## src/rtl/switch_box_cfg.sv

```systemverilog
`timescale 1ns/1ps
// switch_box_cfg
// Unidirectional mux-based FPGA switch box with TRACKS tracks on each of the
// four sides (N=0, E=1, S=2, W=3). Each (track, side) output has a 2-bit
// select: 0 = off, 1/2/3 = the other three sides in clockwise order.
//
// The routing configuration lives in an active register. A new configuration
// is shifted serially, MSB-first, into a shadow register through a
// ready/valid handshake. It is then committed atomically in a single COMMIT
// cycle, so the routing stays live and glitch-free while a load is in flight.
//
// Optional build macro SWITCH_BOX_REG_OUT_EN:
//   defined   - every *_out / *_oe is registered (1-cycle input-to-output
//               latency; a commit becomes visible 2 cycles after COMMIT).
//   undefined - purely combinational routing path (0-cycle latency).

module switch_box_cfg #(
  parameter  int TRACKS   = 4,
  // Derived from TRACKS; declared local so it cannot be overridden.
  localparam int CFG_BITS = 8 * TRACKS
) (
  input  logic              clk,
  input  logic              rst_n,
  // Serial configuration loader
  input  logic              cfg_start,
  input  logic              cfg_abort,
  input  logic              cfg_valid,
  input  logic              cfg_data,
  output logic              cfg_ready,
  output logic              cfg_done,
  output logic              cfg_so,
  // Side inputs
  input  logic [TRACKS-1:0] n_in,
  input  logic [TRACKS-1:0] e_in,
  input  logic [TRACKS-1:0] s_in,
  input  logic [TRACKS-1:0] w_in,
  // Side outputs
  output logic [TRACKS-1:0] n_out,
  output logic [TRACKS-1:0] e_out,
  output logic [TRACKS-1:0] s_out,
  output logic [TRACKS-1:0] w_out,
  // Per-track output enables
  output logic [TRACKS-1:0] n_oe,
  output logic [TRACKS-1:0] e_oe,
  output logic [TRACKS-1:0] s_oe,
  output logic [TRACKS-1:0] w_oe
);

  // Counter is one bit wider than needed to index CFG_BITS. The terminal
  // count leaves SHIFT, so the counter never wraps.
  localparam int CNT_W = $clog2(CFG_BITS) + 1;

  localparam logic [CNT_W-1:0] LAST_BIT = CNT_W'(CFG_BITS - 1);

  typedef enum logic [1:0] {
    IDLE   = 2'd0,
    SHIFT  = 2'd1,
    COMMIT = 2'd2
  } state_t;

  state_t               state, state_nxt;
  logic [CNT_W-1:0]     bit_cnt, bit_cnt_nxt;
  logic [CFG_BITS-1:0]  shadow, shadow_nxt;
  logic [CFG_BITS-1:0]  active;
  logic                 commit;

  // Side inputs and routed results, indexed by side (N, E, S, W).
  logic [TRACKS-1:0]    side_in   [4];
  logic [TRACKS-1:0]    route_out [4];
  logic [TRACKS-1:0]    route_oe  [4];

  // ---------------------------------------------------------------------------
  // Loader FSM
  // ---------------------------------------------------------------------------

  // Next-state, handshake outputs and shadow shift for the serial loader.
  always_comb begin
    // NOTE: every signal written here gets a default first. A path that skips
    // an assignment would otherwise infer a latch.
    state_nxt   = state;
    bit_cnt_nxt = bit_cnt;
    shadow_nxt  = shadow;
    cfg_ready   = 1'b0;
    cfg_done    = 1'b0;
    commit      = 1'b0;

    unique case (state)
      IDLE: begin
        // Abort has priority over start, even when no load is in progress.
        if (cfg_start && !cfg_abort) begin
          state_nxt   = SHIFT;
          bit_cnt_nxt = '0;
        end
      end

      SHIFT: begin
        cfg_ready = 1'b1;
        if (cfg_abort) begin
          // Drop the load. Both shadow and active are left untouched.
          state_nxt = IDLE;
        end else if (cfg_start) begin
          // Restart the count but keep the partially shifted shadow. A bit
          // presented in this cycle is not taken.
          bit_cnt_nxt = '0;
        end else if (cfg_valid) begin
          shadow_nxt  = {shadow[CFG_BITS-2:0], cfg_data};
          bit_cnt_nxt = bit_cnt + CNT_W'(1);
          if (bit_cnt == LAST_BIT) begin
            state_nxt = COMMIT;
          end
        end
      end

      COMMIT: begin
        // A start request during the commit cycle is deliberately ignored.
        cfg_done  = 1'b1;
        commit    = 1'b1;
        state_nxt = IDLE;
      end

      default: begin
        state_nxt = IDLE;
      end
    endcase
  end

  // Loader state, bit counter and shadow register.
  always_ff @(posedge clk or negedge rst_n) begin
    if (!rst_n) begin
      state   <= IDLE;
      bit_cnt <= '0;
      shadow  <= '0;
    end else begin
      // NOTE: sequential state uses non-blocking assignments, so every
      // register samples the values from before this clock edge.
      state   <= state_nxt;
      bit_cnt <= bit_cnt_nxt;
      shadow  <= shadow_nxt;
    end
  end

  // Active configuration: changes only in the COMMIT cycle.
  always_ff @(posedge clk or negedge rst_n) begin
    if (!rst_n) begin
      active <= '0;
    end else if (commit) begin
      active <= shadow;
    end
  end

  // Scan-out for daisy-chaining several switch boxes on one loader.
  assign cfg_so = shadow[CFG_BITS-1];

  // ---------------------------------------------------------------------------
  // Routing
  // ---------------------------------------------------------------------------

  assign side_in[0] = n_in;
  assign side_in[1] = e_in;
  assign side_in[2] = s_in;
  assign side_in[3] = w_in;

  // Per-track mux. Select k on side s picks side (s + k) mod 4. This yields
  // the clockwise source order, and a track only ever connects to the same
  // track index on another side.
  always_comb begin
    logic [1:0] sel;
    logic [1:0] src;
    sel = '0;
    src = '0;
    for (int s = 0; s < 4; s++) begin
      route_out[s] = '0;
      route_oe[s]  = '0;
    end
    for (int t = 0; t < TRACKS; t++) begin
      for (int s = 0; s < 4; s++) begin
        sel = active[t*8 + s*2 +: 2];
        src = 2'(s) + sel;
        if (sel != 2'd0) begin
          route_out[s][t] = side_in[src][t];
          route_oe[s][t]  = 1'b1;
        end
      end
    end
  end

`ifdef SWITCH_BOX_REG_OUT_EN
  // Registered outputs: one cycle of latency, cleared by reset.
  always_ff @(posedge clk or negedge rst_n) begin
    if (!rst_n) begin
      n_out <= '0;
      e_out <= '0;
      s_out <= '0;
      w_out <= '0;
      n_oe  <= '0;
      e_oe  <= '0;
      s_oe  <= '0;
      w_oe  <= '0;
    end else begin
      n_out <= route_out[0];
      e_out <= route_out[1];
      s_out <= route_out[2];
      w_out <= route_out[3];
      n_oe  <= route_oe[0];
      e_oe  <= route_oe[1];
      s_oe  <= route_oe[2];
      w_oe  <= route_oe[3];
    end
  end
`else
  // Combinational outputs: zero-latency routing path.
  assign n_out = route_out[0];
  assign e_out = route_out[1];
  assign s_out = route_out[2];
  assign w_out = route_out[3];
  assign n_oe  = route_oe[0];
  assign e_oe  = route_oe[1];
  assign s_oe  = route_oe[2];
  assign w_oe  = route_oe[3];
`endif

endmodule
```

## config.mk

```make
export PLATFORM = sky130hd
export DESIGN_NAME = switch_box_cfg
export DESIGN_NICKNAME = d
export VERILOG_FILES = /design/src/rtl/switch_box_cfg.sv
export SDC_FILE = /design/constraint.sdc
export NUM_CORES = 1
export LEC_CHECK = 0
export BUFFER_PORTS_ARGS = -buffer_cell sky130_fd_sc_hd__buf_2
export CAP_MARGIN = 10
export CORE_ASPECT_RATIO = 1.2
export CORE_MARGIN = 2
export CORE_UTILIZATION = 56
export DETAILED_ROUTE_END_ITERATION = 6
export GPL_TIMING_DRIVEN = 0
export PLACE_DENSITY = 0.79
export REMOVE_ABC_BUFFERS = 1
export SKIP_CTS_REPAIR_TIMING = 1
export SYNTH_ARGS = -nofsm -noshare
export SYNTH_HDL_FRONTEND = slang
export SYNTH_SLANG_ARGS = --single-unit
```

## constraint.sdc

```tcl
create_clock -name clk -period 2.21 [get_ports clk]
set_clock_uncertainty 0.2 [all_clocks]
set_input_delay 0.1105 -clock clk [delete_from_list [all_inputs] [get_ports clk]]
set_output_delay 0.1105 -clock clk [all_outputs]
set_load 0.03 [all_outputs]
```

* After elaboration in Yosys (flattened, before gate mapping)
Cells that the tools add are included.
** Word-level totals
- Register bits :: 72
- Input bits :: 22
** Cells by class
- $add $sub $neg :: 13
- Order comparisons :: 16
- Eq/ne operators :: 9
- Mux-type cells :: 93
- Bitwise logic cells :: 18
- Reductions and logical operators :: 23
** Operators with widths (count)
- binary-select mux 4 bit (select 2 bit) :: 16
- >= comparator 3 bit, second input constant :: 16
- inverter 2 -> 3 bit :: 16
- two-way mux 1 bit :: 42
- nonzero test 2 bit :: 17
- two-way mux 4 bit :: 8
- two-way mux 2 bit :: 13
- two-way mux 3 bit :: 8
- two-way mux 6 bit :: 4
- adder 2 bit, first input constant :: 8
- != test 3 bit, second input constant :: 4
- one-hot mux 6 bit (2 select lines) :: 1
- AND reduction 4 bit :: 3
- adder 1 x 2 -> 2 bit, first input constant :: 4
- adder 6 x 1 -> 6 bit, second input constant :: 1
- == test 6 x 5 -> 1 bit, second input constant :: 1
- != test 2 bit, second input constant :: 2
- one-hot mux 2 bit (2 select lines) :: 1
- == test 2 x 1 -> 1 bit, second input constant :: 1
- == test 2 bit, second input constant :: 1
- zero test 2 bit :: 1
- inverter 1 bit :: 2
- logical AND 1 bit :: 1
- zero test 1 bit :: 1

* Logic depth before layout (Yosys ltp)
Gate-level depths: netlist (run 1).
- Word-level depth :: 6
- Gate-level depth with buffers :: 5
- Depth with buffers taken out :: 5

* Worst setup path after synthesis (run 1)
No wires, ideal clock.
- Kind :: register to register
- From :: reg state[0]
- To :: reg shadow[10]
- Library setup time :: 125 ps
- Arrival :: 1409 ps
- Slack :: 476 ps
- Stages on the path, launching flop included :: 5
- Period minus slack after synthesis :: 1734 ps
- Path through :: dfrtp_1 -> and2b_2 -> nand3_2 -> buf_2 -> mux2_2
** On the way
- Cells in the longest elaborated chain, start to end :: 2
** Ends and longest elaborated chain
- start: declaration :: RTL line 61 : state_t state, state_nxt;
- start signal: assignment :: RTL line 136 : state <= state_nxt;
- == test 2 x 1 -> 1 bit :: RTL line 87 : unique case (state)
- AND reduction 4 bit (no line)
- end signal: assignment :: RTL line 138 : shadow <= shadow_nxt;
- end: declaration :: RTL line 63 : logic [CFG_BITS-1:0] shadow, shadow_nxt;
Every way passes these cells.
A chain may end at the register's enable or synchronous reset.

* Final worst setup path (run 1)
- From :: reg bit_cnt[0]
- To :: reg state[0]
** On the way
- Cells in the longest elaborated chain, start to end :: 3
** Ends and longest elaborated chain
- start: declaration :: RTL line 62 : logic [CNT_W-1:0] bit_cnt, bit_cnt_nxt;
- start signal: assignment :: RTL line 137 : bit_cnt <= bit_cnt_nxt;
- == test 6 x 5 -> 1 bit :: RTL line 108 : if (bit_cnt == LAST_BIT) begin
- != test 3 bit (no line)
- AND reduction 4 bit (no line)
Every way passes these cells.

==> results of run 1 <==
registers in the layout, indices dropped and copies added, names as in the netlist:
name     cells
shadow      32
bit_cnt      6
active      32
state        2
through the flow:
step / setup slack, ps / utilization, % / cells / TNS [ps] / hold slack [ps]
after floorplan: -976.4 / - / 276 / -28820 / -385.1
after global placement: -1448 / 62.61 / 414 / -44480 / 119.2
final: 172.4 / 66.78 / 435 / 0 / 43.43
after CTS: -126.6 / 65.81 / 430 / -126.6 / -270.4
after detailed placement: -108.8 / 63.24 / 415 / -108.8 / 92.83
after global routing: 45.19 / 66.78 / 435 / 0 / 89.71
routing by layer:
metal | vias up | wire, µm | track usage, %
met1 | 1100 | 2647 | 24.70
li1 | 1107 | - | -
met2 | 46 | 2665 | 28.71
met5 | - | 0 | 0
met3 | 9 | 184 | 3.720
met4 | 0 | 112 | 8.453
critical path, cell delays in order, from the launching register on:
cell	delay, ps
dfrtp_1	420
ha_1	250
and3_1	210
nand4b_1	130
a21oi_1	80
nor3_1	130
dlygate4sd3_1	570
power by group through the flow:
stage | Clock [mW] | Sequential (mW) | Combinational (mW)
2_1_floorplan | 0 | 1.38 | 0.0587
3_3_place_gp | 0 | 1.39 | 0.118
3_5_place_dp | 0 | 1.39 | 0.122
4_1_cts | 0.861 | 1.36 | 0.123
5_1_grt | 0.922 | 1.37 | 0.145
6_report | 0.843 | 1.36 | 0.129
logic make-up after synthesis:
family          synth area share (%)
mux                            23.83
simple gates                   10.22
buf+inv                        4.082
fa+ha+maj                      3.310
flops                          52.96
compound gates                 5.591
area by class of cell:
| cell class | instances | area, µm² |
|---|---|---|
| timing repair buffer | 62 | 360.3 |
| clock buffer | 11 | 131.4 |
| multi-input combinational | 179 | 1476 |
| fill | 481 | 1984 |
| sequential | 72 | 1802 |
| clock inverter | 4 | 22.52 |
| inverter | 25 | 93.84 |
| tap | 82 | 102.6 |
Yosys cell counts (all sizes together) (2+ instances only):
cell type	count	area, µm²
dfrtp	72	1802
mux2	56	630.6
nand2	36	135.1
o21ai	30	150.1
inv	25	93.84
ha	9	112.6
and2	8	50.05
mux4	8	180.2
or2	8	50.05
buf	6	30.03
clkbuf	4	15.01
nand3	4	25.02
nor2	3	11.26
a21oi	2	10.01
and3	2	12.51
nor3	2	10.01
or3	2	12.51
or3b	2	17.52
cell usage in the layout (no fill, tap or decap), types with 2 or more instances in the layout:
master          n
a21oi_1         2
and2_1          8
and3_1          2
buf_2          55
clkbuf_1        2
clkbuf_8        9
clkinv_2        3
dfrtp_1        72
dlygate4sd3_1   5
ha_1            9
inv_1          25
mux2_2         56
mux4_2          8
nand2_1        36
nand3_1         3
nor2_1          3
nor3_1          2
o21ai_0        29
or2_2           8
or3_1           2
or3b_1          2
how the worst max path moves through the flow:
| stage | from | end | slack (ps) | cells past startpoint |
|---|---|---|---|---|
| after floorplan | state[0] | active[0] | -980 | 2 |
| after global placement | state[0] | cfg_done | -1450 | 2 |
| after detailed placement | state[1] | bit_cnt[3] | -110 | 4 |
| after CTS | state[1] | bit_cnt[3] | -130 | 4 |
| after global routing | bit_cnt[0] | state[0] | 50 | 6 |
| final | bit_cnt[0] | state[0] | 170 | 6 |
==> parameters.txt, run 1 <==
Parameter                              Value

Timing
  Post-route fraction of the period consumed by the critical path ... roughly 90%
  Transition time at the pin with the least slew margin ... 874.0 ps
  Unrepaired setup endpoints after global routing ... no
  Setup violation total in the final timing report ... 0
  Shortest clock period the worst path allows after layout ... 2038 ps
  Max Fclk ... between 400 and 500 MHz
  Total count of hold-check failures in the final report ... 0
  Relative max-transition margin ... 41.74%
  Number of pins exceeding their max-slew limit in the final report ... 0

Critical path
  R2r startpoint ... bit_cnt[0]
  WS Path Type ... reg -> reg
  Reg2reg end ... state[0]
  Worst r2r path cells ... 6
  Worst-path fanout max ... 5
  Startpoint type of the worst setup path ... flop
  Reg2Reg Setup Slack ... roughly 170 ps
  Critical path data required time ... between 2000 and 2500 ps
  Crit end category ... flop
  Critical path arrival ... 2100 ps

Power
  Relative contribution of combinational cells to total power ... under 10%
  Switching power ... 534.0 µW
  Clock share of power ... 36.1%
  P_int ... 1.800 mW
  Max IR drop VDD ... 0.6201 mV
  P per Cell Area ... 585.1 nW/µm²
  Sequential power share ... 58.4%
  Lkg Pwr ... 2.075 nW
  Fraction of power spent switching nets ... between 20% and 30%
  Total Power ... 2.334 mW

Yosys
  Number of distinct library cells after synthesis ... 27
  Top FF cell, synth ... dfrtp_1
  Avg Synthesized Cell Area ... 11.90 µm²
  Synthesis-stage register bit count ... 72
  Sequential element share of the synthesized area ... 52.96%
  Share of flip-flops with an asynchronous set or reset after synthesis ... 100.0%
  Post-synth EDFFs ... 0
  Post-synthesis cell count ... 286
  Combined area of all synthesized cells ... 3402 µm²
  Yosys warning total ... 0

Drt
  Number of iterations in the first detailed-routing pass ... 4
  First-iteration detailed-routing DRC count ... 127
  Via Count ... roughly 2300
  DRT Wirelength ... around 5600 µm
  Average wire length per cell after detail routing ... between 10 and 15 µm
  Antenna-violating nets left ... 0
  Via density per instance ... about 5.2
  DRC viols ... 0

Flow run
  Max cap viols ... 0

Floorplan
  Number of rows in the core area ... 31
  Die Footprint ... 6717 µm²
  Die width ... 75.15 µm
  Initial cell density of the core ... a little under three fifths
  Die boundary height ... 89.38 µm
  Boundary pin count ... 57
  Core ar. ... 5973 µm²

Worst hold path
  Type of the tightest min-delay check ... in -> reg
  Endpoint of the worst hold path ... state[1]
  Hold_sp ... cfg_start
  Cells on Worst Hold Path ... 3

GRT
  Wire length of the first global-routing pass ... 9363 µm
  Total congestion overflow ... 0
  Largest net degree at the start of global routing ... 73
  Number of antenna violations at the first check in global routing ... 0
  Gr usage total ... 18.33%
  Number of global-route vias before repair ... 2105

Clock network
  Number of buffers inserted during clock tree synthesis ... 9
  TritonCTS clock tree ... built
  Total number of clock tree sinks ... 72
  CTS Buffer Depth ... 2
  Clk_lat worst skew ... 330 ps
  Worst-path clk slew ... 60 ps
  Cell chosen for the clock root ... clkbuf_8
  # H-tree levels ... 3

Layout
  Area grow syn2layout ... 17.25%
  Final instance area ... 3989 µm²
  # diodes ... 0
  NumNets Final ... 380
  Fraction of final layout cells sized beyond drive strength 1 ... just over 40%

Placed design
  Half-perimeter wire length after detailed placement ... between 3000 and 4000 µm
  Count of input and output buffers ... 56
  GPL Wtd Cong ... 0.7794
  Area post-placement ... roughly 3800 µm²

Run status
  Run status ... finished clean
Note: power is estimated with default switching activity, not from simulation.
==> inputs of run 2 (changes only) <==
--- a/config.mk
+++ b/config.mk
@@ -12,7 +12,7 @@
 export CORE_UTILIZATION = 56
 export DETAILED_ROUTE_END_ITERATION = 6
 export GPL_TIMING_DRIVEN = 0
-export PLACE_DENSITY = 0.79
+export PLACE_DENSITY = 0.86
 export REMOVE_ABC_BUFFERS = 1
 export SKIP_CTS_REPAIR_TIMING = 1
 export SYNTH_ARGS = -nofsm -noshare
==> run 2 against run 1 <==
Net effect: register-to-register slack worse by 30 ps; sequential power about the same; worst setup slack worse by 30 ps; sequential share of layout area down 0.085 points; final cell count unchanged; largest power group unchanged.
==> parameters.txt, run 2 (same netlist as run 1, synthesis figures left out) <==
Parameter                              Value

Run status
  Run status ... finished clean

Timing
  Number of pins exceeding their max-slew limit in the final report ... 0 (unchanged)
  Transition time at the pin with the least slew margin ... 863.8 ps (-10.21 ps)
  Worst hold margin ... 19.16 ps (-24.27 ps)
  Total count of hold-check failures in the final report ... 0 (unchanged)
  Relative max-transition margin ... 42.42% (+0.68 points)
  Max Fclk ... 483.6 MHz (-1.5%)
  Post-route fraction of the period consumed by the critical path ... 93.57% (+1.4 points)
  Setup violation total in the final timing report ... 0 (unchanged)
  Worst Slack Setup Final ... 142.2 ps (-30.26 ps)
  Unrepaired setup endpoints after global routing ... no
  Shortest clock period the worst path allows after layout ... 2068 ps (+30.26 ps)

Critical path
  Critical path arrival ... 2080 ps (-20 ps)
  Worst-path fanout max ... 5 (unchanged)
  Critical path's top delay family ... buffers and inverters
  Logic depth of the worst path, buffers included ... 6 (unchanged)
  Slowest cell on crit path ... dlygate4sd3_1
  Startpoint type of the worst setup path ... flop
  Largest stage delay on the critical path ... 550 ps (-20 ps)
  Number of buffer and inverter instances along the worst setup path ... 1 (unchanged)
  Cells along the critical path ... ha_1, and3_1, nand4b_1, a21oi_1, nor3_1, dlygate4sd3_1
  Crit end category ... flop
  Critical Path Start ... bit_cnt[0]
  WS Path Type ... reg -> reg
  Critical path data required time ... 2220 ps (-50 ps)
  Worst r2r path cells ... 6 (unchanged)
  R2r startpoint ... bit_cnt[0]

Layout
  Area of the multi-input gates ... 1476 µm² (unchanged)
  Registers with the most flip-flops ... active x32, shadow x32, bit_cnt x6
  Non-filler cells in the finished layout ... 435 (unchanged)
  Most common cell after layout, fill and taps aside ... dfrtp_1
  # diodes ... 0 (unchanged)
  Final standard cell utilization of the core ... 66.90% (+0.13 points)
  Area grow syn2layout ... 17.47%
  Fraction of final layout cells sized beyond drive strength 1 ... 41.64% (+0.57 points)
  Combined flip-flop and latch cell area ... 1802 µm² (unchanged)
  Final-layout fill cell count ... 481 (unchanged)
  Highest-count cells in the layout ignoring fill and taps ... dfrtp_1 (72), mux2_2 (56), buf_2 (55), nand2_1 (36), o21ai_0 (29)
  NumNets Final ... 380 (unchanged)

Power
  Max IR drop VDD ... 0.4009 mV (-35%)
  P per Cell Area ... 586.9 nW/µm² (+0.31%)
  Fraction of power spent switching nets ... 23.26% (+0.38 points)
  Switching power ... 545.6 µW (+2.2%)
  Relative contribution of combinational cells to total power ... 5.5% (about the same)
  Clock share of power ... 36.4% (+0.3 points)
  P_int ... 1.800 mW (about the same)
  Sequential power share ... 58.1% (-0.3 points)
  Lkg Pwr ... 2.085 nW (+0.46%)
  Total Power ... 2.346 mW (+0.50%)

GRT
  Wire length of the first global-routing pass ... 9308 µm (-0.59%)
  Largest net degree at the start of global routing ... 73 (unchanged)
  Gr usage total ... 18.23% (-0.10 points)
  Total congestion overflow ... 0 (unchanged)
  Number of global-route vias before repair ... 2082 (-1.1%)
  Number of antenna violations at the first check in global routing ... 0 (unchanged)

Placed design
  Worst-case setup slack after placement ... -94.42 ps (+14.34 ps)
  GPL Wtd Cong ... 0.7740 (-0.69%)
  Half-perimeter wire length after detailed placement ... 3934 µm (+0.74%)
  Number of placed instances with taps included ... 415 (unchanged)
  Count of input and output buffers ... 56 (unchanged)

Clock network
  Worst-path clk slew ... 70 ps (about the same)
  Clk_lat worst skew ... 330 ps (about the same)
  TritonCTS clock tree ... built
  CTS Buffer Depth ... 2 (unchanged)
  Cell chosen for the clock root ... clkbuf_8
  Number of buffers inserted during clock tree synthesis ... 9 (unchanged)
  # H-tree levels ... 3 (unchanged)
  Total number of clock tree sinks ... 72 (unchanged)

Drt
  Via Count ... 2281 (+0.84%)
  Number of iterations in the first detailed-routing pass ... 4 (unchanged)
  Average wire length per cell after detail routing ... 13.19 µm (+2.3%)
  DRC viols ... 0 (unchanged)
  Via density per instance ... 5.244 (+0.84%)
  First-iteration detailed-routing DRC count ... 142 (+12%)
  DRT Wirelength ... 5739 µm (+2.3%)
  Antenna-violating nets left ... 0 (unchanged)

Floorplan
  Core ar. ... 5973 µm² (unchanged)
  Boundary pin count ... 57 (unchanged)
  Number of rows in the core area ... 31 (unchanged)
  Die boundary height ... 89.38 µm (unchanged)
  Die Footprint ... 6717 µm² (unchanged)
  Die width ... 75.15 µm (unchanged)
  Initial cell density of the core ... 56.95% (unchanged)

Worst hold path
  Type of the tightest min-delay check ... in -> reg
  Hold_sp ... cfg_start
  Cells on Worst Hold Path ... 3 (unchanged)

Flow run
  Max cap viols ... 0 (unchanged)
[run 2: changes by cell type in the layout (fill, tap and decap cells not counted), sizes merged]
cell,previous run,this run
clkbuf,11,9
clkinvlp,1,0
clkinv,3,6
[run 2: area by class of cell]
cell class | instances | share of cell area [%]
sequential | 72 | 45.08
timing repair buffer | 62 | 9.017
inverter | 25 | 2.348
tap | 82 | 2.567
clock buffer | 9 | 3.100
clock inverter | 6 | 0.9393
multi-input combinational | 179 | 36.94
[run 2: worst paths after layout]
check	endpoint	slack [ps]
worst max-delay path	state[0]	140
worst min-delay path	state[1]	20
worst max register to register	state[0]	140
worst min register to register	bit_cnt[5]	280
max in group asynchronous	active[7]	1020
min in group asynchronous	shadow[0]	230
[run 2: power by group through the flow]
stage                     logic (mW)  registers (mW)  clock network, mW
after floorplan               0.0587            1.38                  0
after global placement         0.118            1.39                  0
after detailed placement       0.123            1.39                  0
after CTS                      0.124            1.36              0.881
after global routing           0.147            1.37              0.936
final                          0.130            1.36              0.853
[run 2: worst min-delay path, stage by stage]
cell,delay (ps)
buf_2,110
or3b_1,220
nor3_1,70
[run 2: stage by stage]
step	TNS [ps]	area, µm²
2_1_floorplan	-28820	3357
3_3_place_gp	-43090	3740
3_5_place_dp	-94.42	3777
4_1_cts	-112.9	3939
5_1_grt	0	3996
6_report	0	3996
[run 2: layer usage]
layer	GRT usage [%]	share of wire (%)	vias up	routed length [µm]
li1	-	-	1106	-
met5	0	0	-	0
met2	29.98	50	46	2865
met3	3.157	3.6	8	206
met1	23.31	45	1121	2558
met4	8.931	1.9	0	108
